## src/rtl/adc_sched_pkg.sv

```systemverilog
// Shared types and constants for the ADC sample scheduler.
package adc_sched_pkg;

    // Scheduler FSM encoding (2 bits)
    typedef enum logic [1:0] {
        ST_IDLE  = 2'd0,
        ST_RUN   = 2'd1,
        ST_DRAIN = 2'd2
    } sched_state_e;

    localparam int ADC_W           = 8;
    localparam int RF_AW           = 5;
    localparam int RF_DW           = 32;
    localparam int DEFAULT_ADC_REG = 1;

endpackage

```

## src/rtl/sample_tick_gen.sv

```systemverilog
// Sample-rate divider: one-cycle tick every SAMPLE_DIV cycles while run=1.
module sample_tick_gen #(
    parameter int SAMPLE_DIV = 500
) (
    input  logic clock,
    input  logic ctrl_reset_n,
    input  logic run,
    output logic tick
);

    localparam int CW = $clog2(SAMPLE_DIV);
    localparam logic [CW-1:0] LAST = CW'(SAMPLE_DIV - 1);

    logic [CW-1:0] cnt_q;
    logic [CW-1:0] cnt_d;

    // Next count: held at zero outside run so each run period starts fresh
    always_comb begin
        cnt_d = cnt_q;
        if (!run) begin
            cnt_d = '0;
        end else if (cnt_q == LAST) begin
            cnt_d = '0;
        end else begin
            cnt_d = cnt_q + CW'(1);
        end
    end

    assign tick = run && (cnt_q == LAST);

    // Divider counter register
    always_ff @(posedge clock or negedge ctrl_reset_n) begin
        if (!ctrl_reset_n) begin
            cnt_q <= '0;
        end else begin
            cnt_q <= cnt_d;
        end
    end

endmodule

```

## src/rtl/adc_sample_scheduler.sv

```systemverilog
// Samples the ADC bus, averages 2**AVG_LOG2 samples and shares the regfile
// write port with the CPU writeback path (CPU always wins).
module adc_sample_scheduler
    import adc_sched_pkg::*;
#(
    parameter int SAMPLE_DIV = 500,
    parameter int AVG_LOG2   = 2,
    parameter int ADC_REG    = DEFAULT_ADC_REG
) (
    input  logic             clock,
    input  logic             ctrl_reset_n,
    input  logic [ADC_W-1:0] JA,
    input  logic             enable,
    input  logic             overrun_clr,
    input  logic             cpu_we,
    input  logic [RF_AW-1:0] cpu_waddr,
    input  logic [RF_DW-1:0] cpu_wdata,
    output logic             rf_we,
    output logic [RF_AW-1:0] rf_waddr,
    output logic [RF_DW-1:0] rf_wdata,
    output logic             sample_valid,
    output logic             overrun
);

    localparam int ACC_W = ADC_W + AVG_LOG2;
    localparam int CNT_W = (AVG_LOG2 == 0) ? 1 : AVG_LOG2;
    localparam logic [CNT_W-1:0] LAST_SAMPLE = CNT_W'((1 << AVG_LOG2) - 1);

    sched_state_e     state_q, state_d;
    logic [ADC_W-1:0] ja_meta_q, ja_s_q;
    logic [ACC_W-1:0] acc_q, acc_d;
    logic [CNT_W-1:0] scnt_q, scnt_d;
    logic [ADC_W-1:0] result_q, result_d;
    logic             pending_q, pending_d;
    logic             overrun_q, overrun_d;

    logic             tick;
    logic             active;
    logic             new_result;
    logic             adc_write;
    logic [ACC_W-1:0] sum;

    sample_tick_gen #(.SAMPLE_DIV(SAMPLE_DIV)) u_tick (
        .clock        (clock),
        .ctrl_reset_n (ctrl_reset_n),
        .run          (state_q == ST_RUN),
        .tick         (tick)
    );

    // Samples only count while running and not being stopped this cycle,
    // so a result can never appear on the cycle the FSM leaves RUN.
    assign active    = (state_q == ST_RUN) && enable;
    assign sum       = acc_q + ACC_W'(ja_s_q);
    assign adc_write = pending_q && !cpu_we;

    // Accumulator, sample count and result capture
    always_comb begin
        acc_d      = acc_q;
        scnt_d     = scnt_q;
        result_d   = result_q;
        new_result = 1'b0;
        if (!active) begin
            acc_d  = '0;
            scnt_d = '0;
        end else if (tick) begin
            if (scnt_q == LAST_SAMPLE) begin
                new_result = 1'b1;
                result_d   = ADC_W'(sum >> AVG_LOG2);
                acc_d      = '0;
                scnt_d     = '0;
            end else begin
                acc_d  = sum;
                scnt_d = scnt_q + CNT_W'(1);
            end
        end
    end

    // Pending flag and sticky overrun; a write in the same cycle as a new
    // result consumes the old one, so that case is not an overrun.
    always_comb begin
        pending_d = pending_q;
        overrun_d = overrun_q;
        if (new_result) begin
            pending_d = 1'b1;
        end else if (adc_write) begin
            pending_d = 1'b0;
        end
        if (new_result && pending_q && !adc_write) begin
            overrun_d = 1'b1;
        end else if (overrun_clr) begin
            overrun_d = 1'b0;
        end
    end

    // FSM next state
    always_comb begin
        state_d = state_q;
        case (state_q)
            ST_IDLE:  if (enable) state_d = ST_RUN;
            ST_RUN:   if (!enable) state_d = pending_q ? ST_DRAIN : ST_IDLE;
            ST_DRAIN: begin
                if (enable) begin
                    state_d = ST_RUN;
                end else if (!pending_q || adc_write) begin
                    state_d = ST_IDLE;
                end
            end
            default:  state_d = ST_IDLE;
        endcase
    end

    // Write-port arbiter: CPU passes straight through, ADC fills idle cycles
    always_comb begin
        rf_we        = 1'b0;
        rf_waddr     = '0;
        rf_wdata     = '0;
        sample_valid = 1'b0;
        if (cpu_we) begin
            rf_we    = 1'b1;
            rf_waddr = cpu_waddr;
            rf_wdata = cpu_wdata;
        end else if (pending_q) begin
            rf_we        = 1'b1;
            rf_waddr     = RF_AW'(ADC_REG);
            rf_wdata     = {{(RF_DW-ADC_W){1'b0}}, result_q};
            sample_valid = 1'b1;
        end
    end

    assign overrun = overrun_q;

    // State registers, including the two-flop ADC bus synchroniser
    always_ff @(posedge clock or negedge ctrl_reset_n) begin
        if (!ctrl_reset_n) begin
            state_q   <= ST_IDLE;
            ja_meta_q <= '0;
            ja_s_q    <= '0;
            acc_q     <= '0;
            scnt_q    <= '0;
            result_q  <= '0;
            pending_q <= 1'b0;
            overrun_q <= 1'b0;
        end else begin
            state_q   <= state_d;
            ja_meta_q <= JA;
            ja_s_q    <= ja_meta_q;
            acc_q     <= acc_d;
            scnt_q    <= scnt_d;
            result_q  <= result_d;
            pending_q <= pending_d;
            overrun_q <= overrun_d;
        end
    end

endmodule

```

## config.mk

```make
export PLATFORM = sky130hd
export DESIGN_NAME = adc_sample_scheduler
export DESIGN_NICKNAME = d
export VERILOG_FILES = /design/src/rtl/adc_sched_pkg.sv /design/src/rtl/sample_tick_gen.sv /design/src/rtl/adc_sample_scheduler.sv
export SDC_FILE = /design/constraint.sdc
export NUM_CORES = 1
export LEC_CHECK = 0
export CORE_MARGIN = 2
export CORE_UTILIZATION = 50
export CTS_BUF_LIST = sky130_fd_sc_hd__clkbuf_4 sky130_fd_sc_hd__clkbuf_8
export CTS_CLUSTER_DIAMETER = 60
export DETAILED_ROUTE_END_ITERATION = 8
export PLACE_DENSITY = 0.88
export SYNTH_ARGS = -nofsm -noshare
export SYNTH_HDL_FRONTEND = slang
export SYNTH_SLANG_ARGS = --single-unit
```

## constraint.sdc

```tcl
create_clock -name clock -period 3.2 [get_ports clock]
set_input_delay 0.64 -clock clock [delete_from_list [all_inputs] [get_ports clock]]
set_output_delay 0.64 -clock clock [all_outputs]
set_load 0.01 [all_outputs]
```

=== Word level (Yosys, flattened, before mapping) ===
Index checks and enable logic that the tools add are counted.

* Add/sub/neg operators: 3
* Muxes and demuxes: 28
* Reductions and logical operators: 14
* Equal/unequal tests: 8

{| class="wikitable"
|+ Operator list
! operator !! count
|-
| $mux W32 || 1
|-
| $mux W10 || 3
|-
| $mux W9 || 2
|-
| $mux W2 || 8
|-
| $mux W1 || 11
|-
| $add A10 B8 Y10 || 1
|-
| $add A9 B1 Y9 const B || 1
|-
| $eq A9 B9 Y1 const B || 1
|-
| $mux W8 || 1
|-
| $ne A2 B2 Y1 const B || 3
|-
| $pmux W2 S3 || 1
|-
| $reduce_and A3 Y1 || 2
|-
| $logic_and A1 B1 Y1 || 5
|-
| $mux W5 || 1
|-
| $eq A2 B2 Y1 const B || 2
|-
| $reduce_bool A2 Y1 || 2
|-
| $logic_not A1 Y1 || 3
|-
| $ne A3 B3 Y1 const B || 1
|-
| $add A2 B1 Y2 const B || 1
|-
| $eq A2 B1 Y1 const B || 1
|-
| $logic_not A2 Y1 || 1
|-
| $logic_or A1 B1 Y1 || 1
|}

* Flip-flop bits (word level): 49
* Input bits: 50

=== Depth between registers and ports, before layout ===
Gate-level depths: netlist of run 1.

* Depth in word-level cells: 7
* Gate-level depth with buffers: 7
* Depth with buffers taken out: 7

=== Hierarchy ===
From an unflattened synthesis of run 1, not the netlist that was laid out.

* Cell total of the unflattened synthesis: 228
* Area total of the unflattened synthesis: 2498.6 sq um

{| class="wikitable"
|+ Modules (own cells, without submodules)
! module !! cells each !! area each (sq um) !! times used
|-
| adc_sample_scheduler || 178 || 2008.2 || 1
|-
| sample_tick_gen || 50 || 490.5 || 1
|}

=== Worst setup path before layout of run 1 ===
Ideal clock, no wire load.

* Path kind: in2out
* From: input port cpu_we
* To: output port rf_wdata[0]
* Cell stages on the path: 3
* Path buffers: 1
* Arrival time: 1.282 ns
* Slack: 1.278 ns
* Cells stage by stage: nor2b_1 -> clkbuf_1 -> a22o_1

* Word-level cells in the longest chain between the ends: 1

{| class="wikitable"
|+ Ends and longest elaborated chain
! element !! RTL line !! text
|-
| start: declaration || adc_sample_scheduler.sv:15 || <nowiki>input logic cpu_we,</nowiki>
|-
| $mux W32 || adc_sample_scheduler.sv:118 || <nowiki>if (cpu_we) begin</nowiki>
|-
| end: declaration || adc_sample_scheduler.sv:20 || <nowiki>output logic [RF_DW-1:0] rf_wdata,</nowiki>
|}

No other way between the ends.

=== Worst setup path after layout of run 1 ===
* From: input port cpu_we
* To: output port rf_wdata[7]

Same word-level chain as after synthesis.

==> summary by stage, run 1 <==
Clock network
The number of hold buffers added after CTS was 0. The CTS H-tree depth is 2. After clock tree synthesis, the clock-pin slew on the worst setup and hold paths is 90 ps. Counting every sink on the clock net gives 49. The number of buffers inserted during clock tree synthesis is 5. The clock passes through at most 2 buffers. For the worst-skew pair, the clock arrives at the later sink with an insertion delay of 300 ps. The clock tree from TritonCTS is yes. The cell at the root of the clock tree is sky130_fd_sc_hd__clkbuf_8.

The number of gates given a new drive strength after cts is 0. The total setup buffers inserted after CTS is 0.

Global route
Entering global routing, the biggest net connects 50 pins. The number of global-route vias before repair is 1948. The overflow left after global routing is 0. The initial antenna violation count is 0.

The wire length of the first global-routing pass is 9.03 mm. The global router's overall resource usage is 21.2%.

Die
The starting utilization of the core area is 50.9%. The core region is 5010 um^2. The die covers 5690 um^2.

The chip width is 75.5 um. The number of I/O pins is 90. The count of standard-cell rows is 26. The die height is 75.5 um.

Min path
The min-delay analysis places its worst path in the category register to register.

Drt
Summed over all layers, the routed wires come to 5.95 mm. In this run the remaining antenna-violating nets after routing total 0. The average detailed-routed wire length per instance is 15.0 um.

The routed layout has 2110 vias. The count of TritonRoute iterations in the first routing pass is 4. The detailed router finished its first iteration with 127 violations. In the routed design, unresolved DRC markers number 0. In the routed layout, each cell is associated on average with a via count of 5.31.

Setup path
The class of the most critical setup path is primary input to primary output. For this design, the slowest cell found on the critical path is sky130_fd_sc_hd__clkdlybuf4s50_1. In this design, the stage delay of the slowest critical-path cell is 560 ps.

The critical path required time is 2560 ps. In this run the worst path has a maximum fanout of 40. The endpoint type of the worst setup path is a primary output.

The signal on the critical path passes through clkdlybuf4s50_1 > buf_4 > a22o_1 > clkdlybuf4s50_1. The kind of launch point of the worst setup path is a primary input. The critical path arrival is 2190 ps. The cell that appears most often on the critical path is sky130_fd_sc_hd__clkdlybuf4s50_1.

Final layout
The number of nets in the layout is 387. From synthesis to final layout, the design area changed by 41.2%. The share of cells above drive strength 1 is 7.65%. The final instance area is 3600 um^2. The number of inserted diodes is 0. The layout has 388 filler cells.

Logic synthesis
Of the post-synthesis cell area, the dominant cell type holds 48.0%. During synthesis, Yosys emitted a total of 0 warnings. Of all flip-flops after synthesis, the portion carrying an async set or reset was 100%. The count of flip-flops with a built-in enable after synthesis is 0. Summing every instance area after synthesis gives 2550 um^2. For this run, the leading register cell type out of synthesis is sky130_fd_sc_hd__dfrtp_1. The library cell occupying the most area in the post-synthesis netlist is sky130_fd_sc_hd__dfrtp_1. The flop and latch count out of synthesis is 49.

A synthesized cell averages 10.8 um^2. Yosys attributes the largest share of cell area to sky130_fd_sc_hd__dfrtp_1 (48%), sky130_fd_sc_hd__and2_1 (7.1%), sky130_fd_sc_hd__ha_1 (4.9%). The number of library cell types mapped by synthesis is 46. The net count after synthesis is 297.

The number of instances in the synthesized netlist is 236. Of the synthesized area, sequential elements account for 48.0%.

Timing
The post-route worst hold slack is 355 ps. The maximum operating frequency is 354 MHz. The smallest clock period supported by the final layout is computed as 2830 ps. Setup repair after global routing left no endpoint under its margin.

On the final layout, the worst clock skew is 5.12 ps. In this run the tightest slew margin relative to its limit is 31.8%. The setup TNS is 0 ps. The final-report max-slew violation count was 0. The number of hold violations in the final report came to 0. The slew at the pin closest to its max-slew limit is 1020 ps. The final cycle utilization of the critical path is 88.4%. Setup violations remaining at the end of the flow were counted as 0.

Power
In this run the static leakage power is 1.57 nW. The maximum vdd drop is 413 uV. The share of total power dissipated in combinational logic is 16.0%. The internal power of the cells totals 0.000910 W. The power per cell area is 333 nW/um^2. Per report_power, the clock group accounts for 30.7% of the total. The switching part of the total is 24.2%. The relative contribution of sequential cells to total power is 53.2%. Summed over all nets, the switching power comes to 0.000290 W.

Job
The tool flagged a number of max-cap violations equal to 0.

Placed design
The cell area reported after detailed placement is 3510 um^2. The congestion estimate from routability-driven global placement came to 0.906. The count of input and output buffers is 89.

The HPWL after detailed placement is 4.56 mm.

Status
The flow ran to the end, and the final reports show no timing, DRC or antenna violations.
## layer usage
| layer | share of wire, % | vias to the layer above | GRT usage, % |
|---|---|---|---|
| li1 | - | 1010 | - |
| met3 | 10 | 6 | 6.35 |
| met4 | 1.0 | 0 | 5.46 |
| met5 | 0 | - | 0 |
| met1 | 39 | 1000 | 26.2 |
| met2 | 50 | 94 | 36.3 |
## Yosys cell counts, drive strengths merged, types with 2 or more instances
cell     n
nor3b    2
xnor2    8
xor2     3
and3     4
nand4    4
a22o    14
a211oi   4
and2    29
nand2   15
clkbuf   8
nand2b   2
nor3     4
nor2b    2
o31ai    5
nor4     2
nor2    15
a21oi    7
inv      9
a21o     3
o22ai    2
dfrtp   49
or2      2
o21a     5
o211ai   4
nand3    5
ha      10
mux2     5
## power groups by stage
stage	sequential [W]	clock [W]	combinational (W)
after floorplan	0.000649	0	0.0000653
after global placement	0.000650	0	0.000190
after detailed placement	0.000651	0	0.000194
after CTS	0.000639	0.000380	0.000195
after global routing	0.000640	0.000410	0.000210
final	0.000639	0.000369	0.000192
## kinds of logic (layout without fill, tap and decap cells)
kind of cell             Yosys count  in the layout  synth area share (%)
AND/OR/NAND/NOR                   92             92                  22.1
adder cells (fa/ha/maj)           11             11                  5.69
AO/OA/AOI/OAI                     49             49                  14.4
buffers and inverters             18            109                  2.79
multiplexers                       6              6                  3.19
flip-flops                        49             49                  48.0
XOR/XNOR                          11             11                  3.77
## cell usage in the layout, fill, tap and decap left out, types with 4 or more instances in the layout
cell type / count
sky130_fd_sc_hd__a22o_1: 14
sky130_fd_sc_hd__nor3_1: 4
sky130_fd_sc_hd__inv_1: 9
sky130_fd_sc_hd__nand3_1: 5
sky130_fd_sc_hd__o21a_1: 5
sky130_fd_sc_hd__ha_1: 10
sky130_fd_sc_hd__and2_1: 29
sky130_fd_sc_hd__dfrtp_1: 49
sky130_fd_sc_hd__nand2_1: 15
sky130_fd_sc_hd__nor2_1: 15
sky130_fd_sc_hd__a21oi_1: 7
sky130_fd_sc_hd__clkbuf_8: 5
sky130_fd_sc_hd__xnor2_1: 8
sky130_fd_sc_hd__a211oi_1: 4
sky130_fd_sc_hd__o211ai_1: 4
sky130_fd_sc_hd__o31ai_1: 5
sky130_fd_sc_hd__clkdlybuf4s50_1: 88
sky130_fd_sc_hd__mux2_4: 4
## critical path, delay by kind of cell
family                 cells  cell delay (ps)
AOI/OAI and AO/OA          1              210
buffers and inverters      3             1330
## final timing paths
check | slack [ps] | to | cells after the start | from
worst max register to register | 1110 | result_q[6]$_DFFE_PN0P_ | 7 | acc_q[0]$_DFFE_PN0P_
worst min-delay path | 360 | ja_s_q[5]$_DFF_PN0_ | 0 | ja_meta_q[5]$_DFF_PN0_
max in group asynchronous | 2070 | acc_q[7]$_DFFE_PN0P_ | 1 | ctrl_reset_n
min in group asynchronous | 500 | result_q[0]$_DFFE_PN0P_ | 1 | ctrl_reset_n
worst min register to register | 360 | ja_s_q[5]$_DFF_PN0_ | 0 | ja_meta_q[5]$_DFF_PN0_
worst max-delay path | 370 | rf_wdata[7] | 4 | cpu_we
## flip-flops by register name, indices dropped and copies added, names as in the netlist
signal and cells:
state_q 2, acc_q 10, scnt_q 2, result_q 8, u_tick.cnt_q 9, overrun 1, ja_s_q 8, pending_q 1
ja_meta_q 8
## metrics by stage
step,utilization (%),total power [W],setup slack (ps),cells
after global routing,72.0,0.00126,284,397
after detailed placement,70.1,0.000845,364,389
final,72.0,0.00120,371,397
after CTS,72.0,0.00121,352,397
after floorplan,-,0.000715,1280,236
after global placement,70.1,0.000840,395,389
## final cells by class
class / instances / area, um^2 / share of cell area [%]
Multi-Input combinational cell: 169 / 1250 / 34.8
Clock buffer: 5 / 68.8 / 1.91
Timing Repair Buffer: 92 / 908 / 25.2
Sequential cell: 49 / 1230 / 34.0
Tap cell: 70 / 87.6 / 2.43
Inverter: 9 / 33.8 / 0.937
Clock inverter: 3 / 25.0 / 0.694
Note: power is estimated with default switching activity, not from simulation.
==> run 2: changes to the inputs <==
--- a/config.mk
+++ b/config.mk
@@ -5,7 +5,7 @@
 export SDC_FILE = /design/constraint.sdc
 export NUM_CORES = 1
 export LEC_CHECK = 0
-export CORE_MARGIN = 2
+export CORE_MARGIN = 3
 export CORE_UTILIZATION = 50
 export CTS_BUF_LIST = sky130_fd_sc_hd__clkbuf_4 sky130_fd_sc_hd__clkbuf_8
 export CTS_CLUSTER_DIAMETER = 60
==> run 2 against run 1 <==
  * Maximum frequency is 1.6% higher
  * Hold slack worse by 5.9 ps
  * Register-to-register slack hardly changed
  * Worst setup slack better by 46 ps
  * Highest routed layer unchanged
==> summary by stage, run 2 (synthesis results as in run 1) <==
Status
The run finished with clean final reports.

Power
The maximum vdd drop is 335 uV. The clock share of power is 31.6%. The internal cell power is 0.000915 W. The share of total power dissipated in sequential elements is 52.5%. The switching part of the total is 24.8%.

The analysis attributes to cell leakage a power of 1.58 nW. Total power for the finished layout comes to 0.00122 W. Dividing total power by cell area gives a power density of 337 nW/um^2.

The proportion of power drawn by combinational gates is 15.9%. The switching power is 0.000302 W.

Timing
The final worst-path setup slack is 417 ps. Setup repair after global routing left no endpoint under its margin. The setup TNS is 0 ps. The final cycle utilization of the critical path is 87.0%. The total of endpoints with negative setup slack in the final report is 0. The normalized max-slew margin is 32.1%.

Derived from the worst setup path, the maximum achievable clock frequency is 359 MHz. The minimum clock period after layout is 2780 ps. The tightest hold path in the finished design has a slack of 349 ps. The number of hold violations in the final report is 0. The final-report max-slew violation count is 0.

On the final layout, the worst clock skew is 9.93 ps. At the pin with the least slew margin, the transition time is 1020 ps.

Final layout
The repair_antennas step left the layout with diodes totalling 0. The register area is 1230 um^2. The post-route netlist has 7.93% of its cells at a drive strength greater than 1. The area added between synthesis and finish is 41.5%. At the end of the flow, the number of nets in the layout was 388. The footprint of the multi-input gates is 1250 um^2. The register with the most flip-flops in the layout has 10 of them. Leaving out fill and tap cells, the most frequent cell in the layout is sky130_fd_sc_hd__clkdlybuf4s50_1. The largest registers in the layout are acc_q (10), u_tick.cnt_q (9). The library cells used most frequently in the layout, excluding fill and tap cells, are sky130_fd_sc_hd__clkdlybuf4s50_1 (88), sky130_fd_sc_hd__dfrtp_1 (49), sky130_fd_sc_hd__and2_1 (29).

The fill cell total of the finished layout is 353. The largest register by flop count is acc_q. For this run, the number of standard cells in the final layout without fillers is 395.

Global route
The number of global-route vias before repair is 2035. The first global-routing pass estimated 9.98 mm of wire. The initial antenna violation count is 0.

The total overflow left after global routing is 0. The maximum number of pins on one net before global-route repair is 50. The global router's overall resource usage is 20.7%.

Drt
The total wire length is 5.97 mm. Detailed routing inserted a total of 2097 vias. In the routed layout, each cell is associated on average with a via count of 5.31. The number of design-rule violations left by the first detailed-router iteration is 104. For this run, design rule violations remaining after detail routing come to 0. In the final routed layout, each cell accounts on average for 15.1 um. The number of nets still failing antenna checks after routing is 0. The first detailed-routing pass ran for 4 iterations.

Clock network
The CTS H-tree depth is 2. The number of clock buffers added by TritonCTS is 5. The number of clock sinks seen by CTS is 49. Gates resized during post-CTS repair numbered 0. The clock tree from TritonCTS is yes. The number of buffers inserted by hold repair at cts is 0. The clock passes through at most 2 buffers. The clock-pin slew of the registers on the worst-case setup and hold paths is 100 ps.

For the worst-skew pair, the clock arrives at the later sink with an insertion delay of 310 ps. The cell at the root of the clock tree is sky130_fd_sc_hd__clkbuf_8. The number of setup buffers added after CTS is 0.

Placed design
The congestion estimate from routability-driven global placement came to 0.958. The sum of net half-perimeters after detailed placement is 4.54 mm. The count of input and output buffers is 89. At the placement stage, the worst setup path has a slack of 416 ps. The number of placed instances, taps included, is 387.

Die
90 I/O pins were placed. The area of the core is 4820 um^2. The die height is 77.5 um.

The die is 77.5 um wide. Once the floorplan was initialized, standard cells occupied 53.0% of the core. The floorplan step defined a die boundary enclosing 6000 um^2. The count of standard-cell rows is 25.

Setup path
The critical path required time is 2560 ps. Along the worst path, the maximum fanout reaches 21. The worst setup path is launched from a primary input.

The worst setup path is captured at a primary output. The worst setup path is of the primary input to primary output kind. At the worst endpoint, the arrival time is 2140 ps.

Job
Max-cap violations in this run came to 0.

Min path
The min-delay analysis places its worst path in the category register to register.
-- run 2: layout make-up --
type | instances | share of cell area [%]
flip-flops and latches | 49 | 33.9
repair buffers | 93 | 25.4
well taps | 67 | 2.32
inverters | 9 | 0.935
clock inverters | 3 | 0.797
clock buffers | 5 | 1.91
multi-input cells | 169 | 34.7
-- run 2: routing by layer --
| metal | vias to the layer above | track usage, % | part of all wire [%] |
|---|---|---|---|
| met5 | - | 0 | 0 |
| met4 | 0 | 6.41 | 1.3 |
| li1 | 1020 | - | - |
| met2 | 94 | 34.5 | 47 |
| met1 | 974 | 26.9 | 44 |
| met3 | 9 | 4.76 | 7.7 |
-- run 2: worst paths after layout --
check,startpoint,end,slack [ps],depth (start not counted)
min reg2reg,ja_meta_q[4]$_DFF_PN0_,ja_s_q[4]$_DFF_PN0_,350,0
min,ja_meta_q[4]$_DFF_PN0_,ja_s_q[4]$_DFF_PN0_,350,0
max reg2reg,u_tick.cnt_q[0]$_DFF_PN0_,result_q[2]$_DFFE_PN0P_,1110,4
max,cpu_we,rf_wdata[3],420,4
min in group asynchronous,ctrl_reset_n,result_q[1]$_DFFE_PN0P_,490,1
max in group asynchronous,ctrl_reset_n,ja_s_q[7]$_DFF_PN0_,2070,1
-- run 2: power groups by stage --
stage | clock network (W) | logic [W] | registers [W]
global route | 0.000424 | 0.000210 | 0.000641
floorplan | 0 | 0.0000653 | 0.000649
finish | 0.000385 | 0.000193 | 0.000639
global placement | 0 | 0.000191 | 0.000650
detailed placement | 0 | 0.000195 | 0.000651
CTS | 0.000394 | 0.000196 | 0.000639
-- run 2: worst max-delay path, stage by stage --
cell and delay [ps]:
sky130_fd_sc_hd__clkdlybuf4s50_1 540, sky130_fd_sc_hd__buf_4 240, sky130_fd_sc_hd__a22o_1 170, sky130_fd_sc_hd__clkdlybuf4s50_1 540
-- run 2: metrics by stage --
step	instance area, um^2	utilization, %
finish	3610	75.0
floorplan	2550	-
detailed placement	3510	73.0
global route	3610	75.0
global placement	3510	73.0
CTS	3610	75.0
==> run 3: changes to the inputs <==
--- a/config.mk
+++ b/config.mk
@@ -10,6 +10,7 @@
 export CTS_BUF_LIST = sky130_fd_sc_hd__clkbuf_4 sky130_fd_sc_hd__clkbuf_8
 export CTS_CLUSTER_DIAMETER = 60
 export DETAILED_ROUTE_END_ITERATION = 8
+export HOLD_SLACK_MARGIN = 0.08
 export PLACE_DENSITY = 0.88
 export SYNTH_ARGS = -nofsm -noshare
 export SYNTH_HDL_FRONTEND = slang
==> results of run 3 <==
Same layout as run 2: the final DEF is identical, and so are final timing and power.
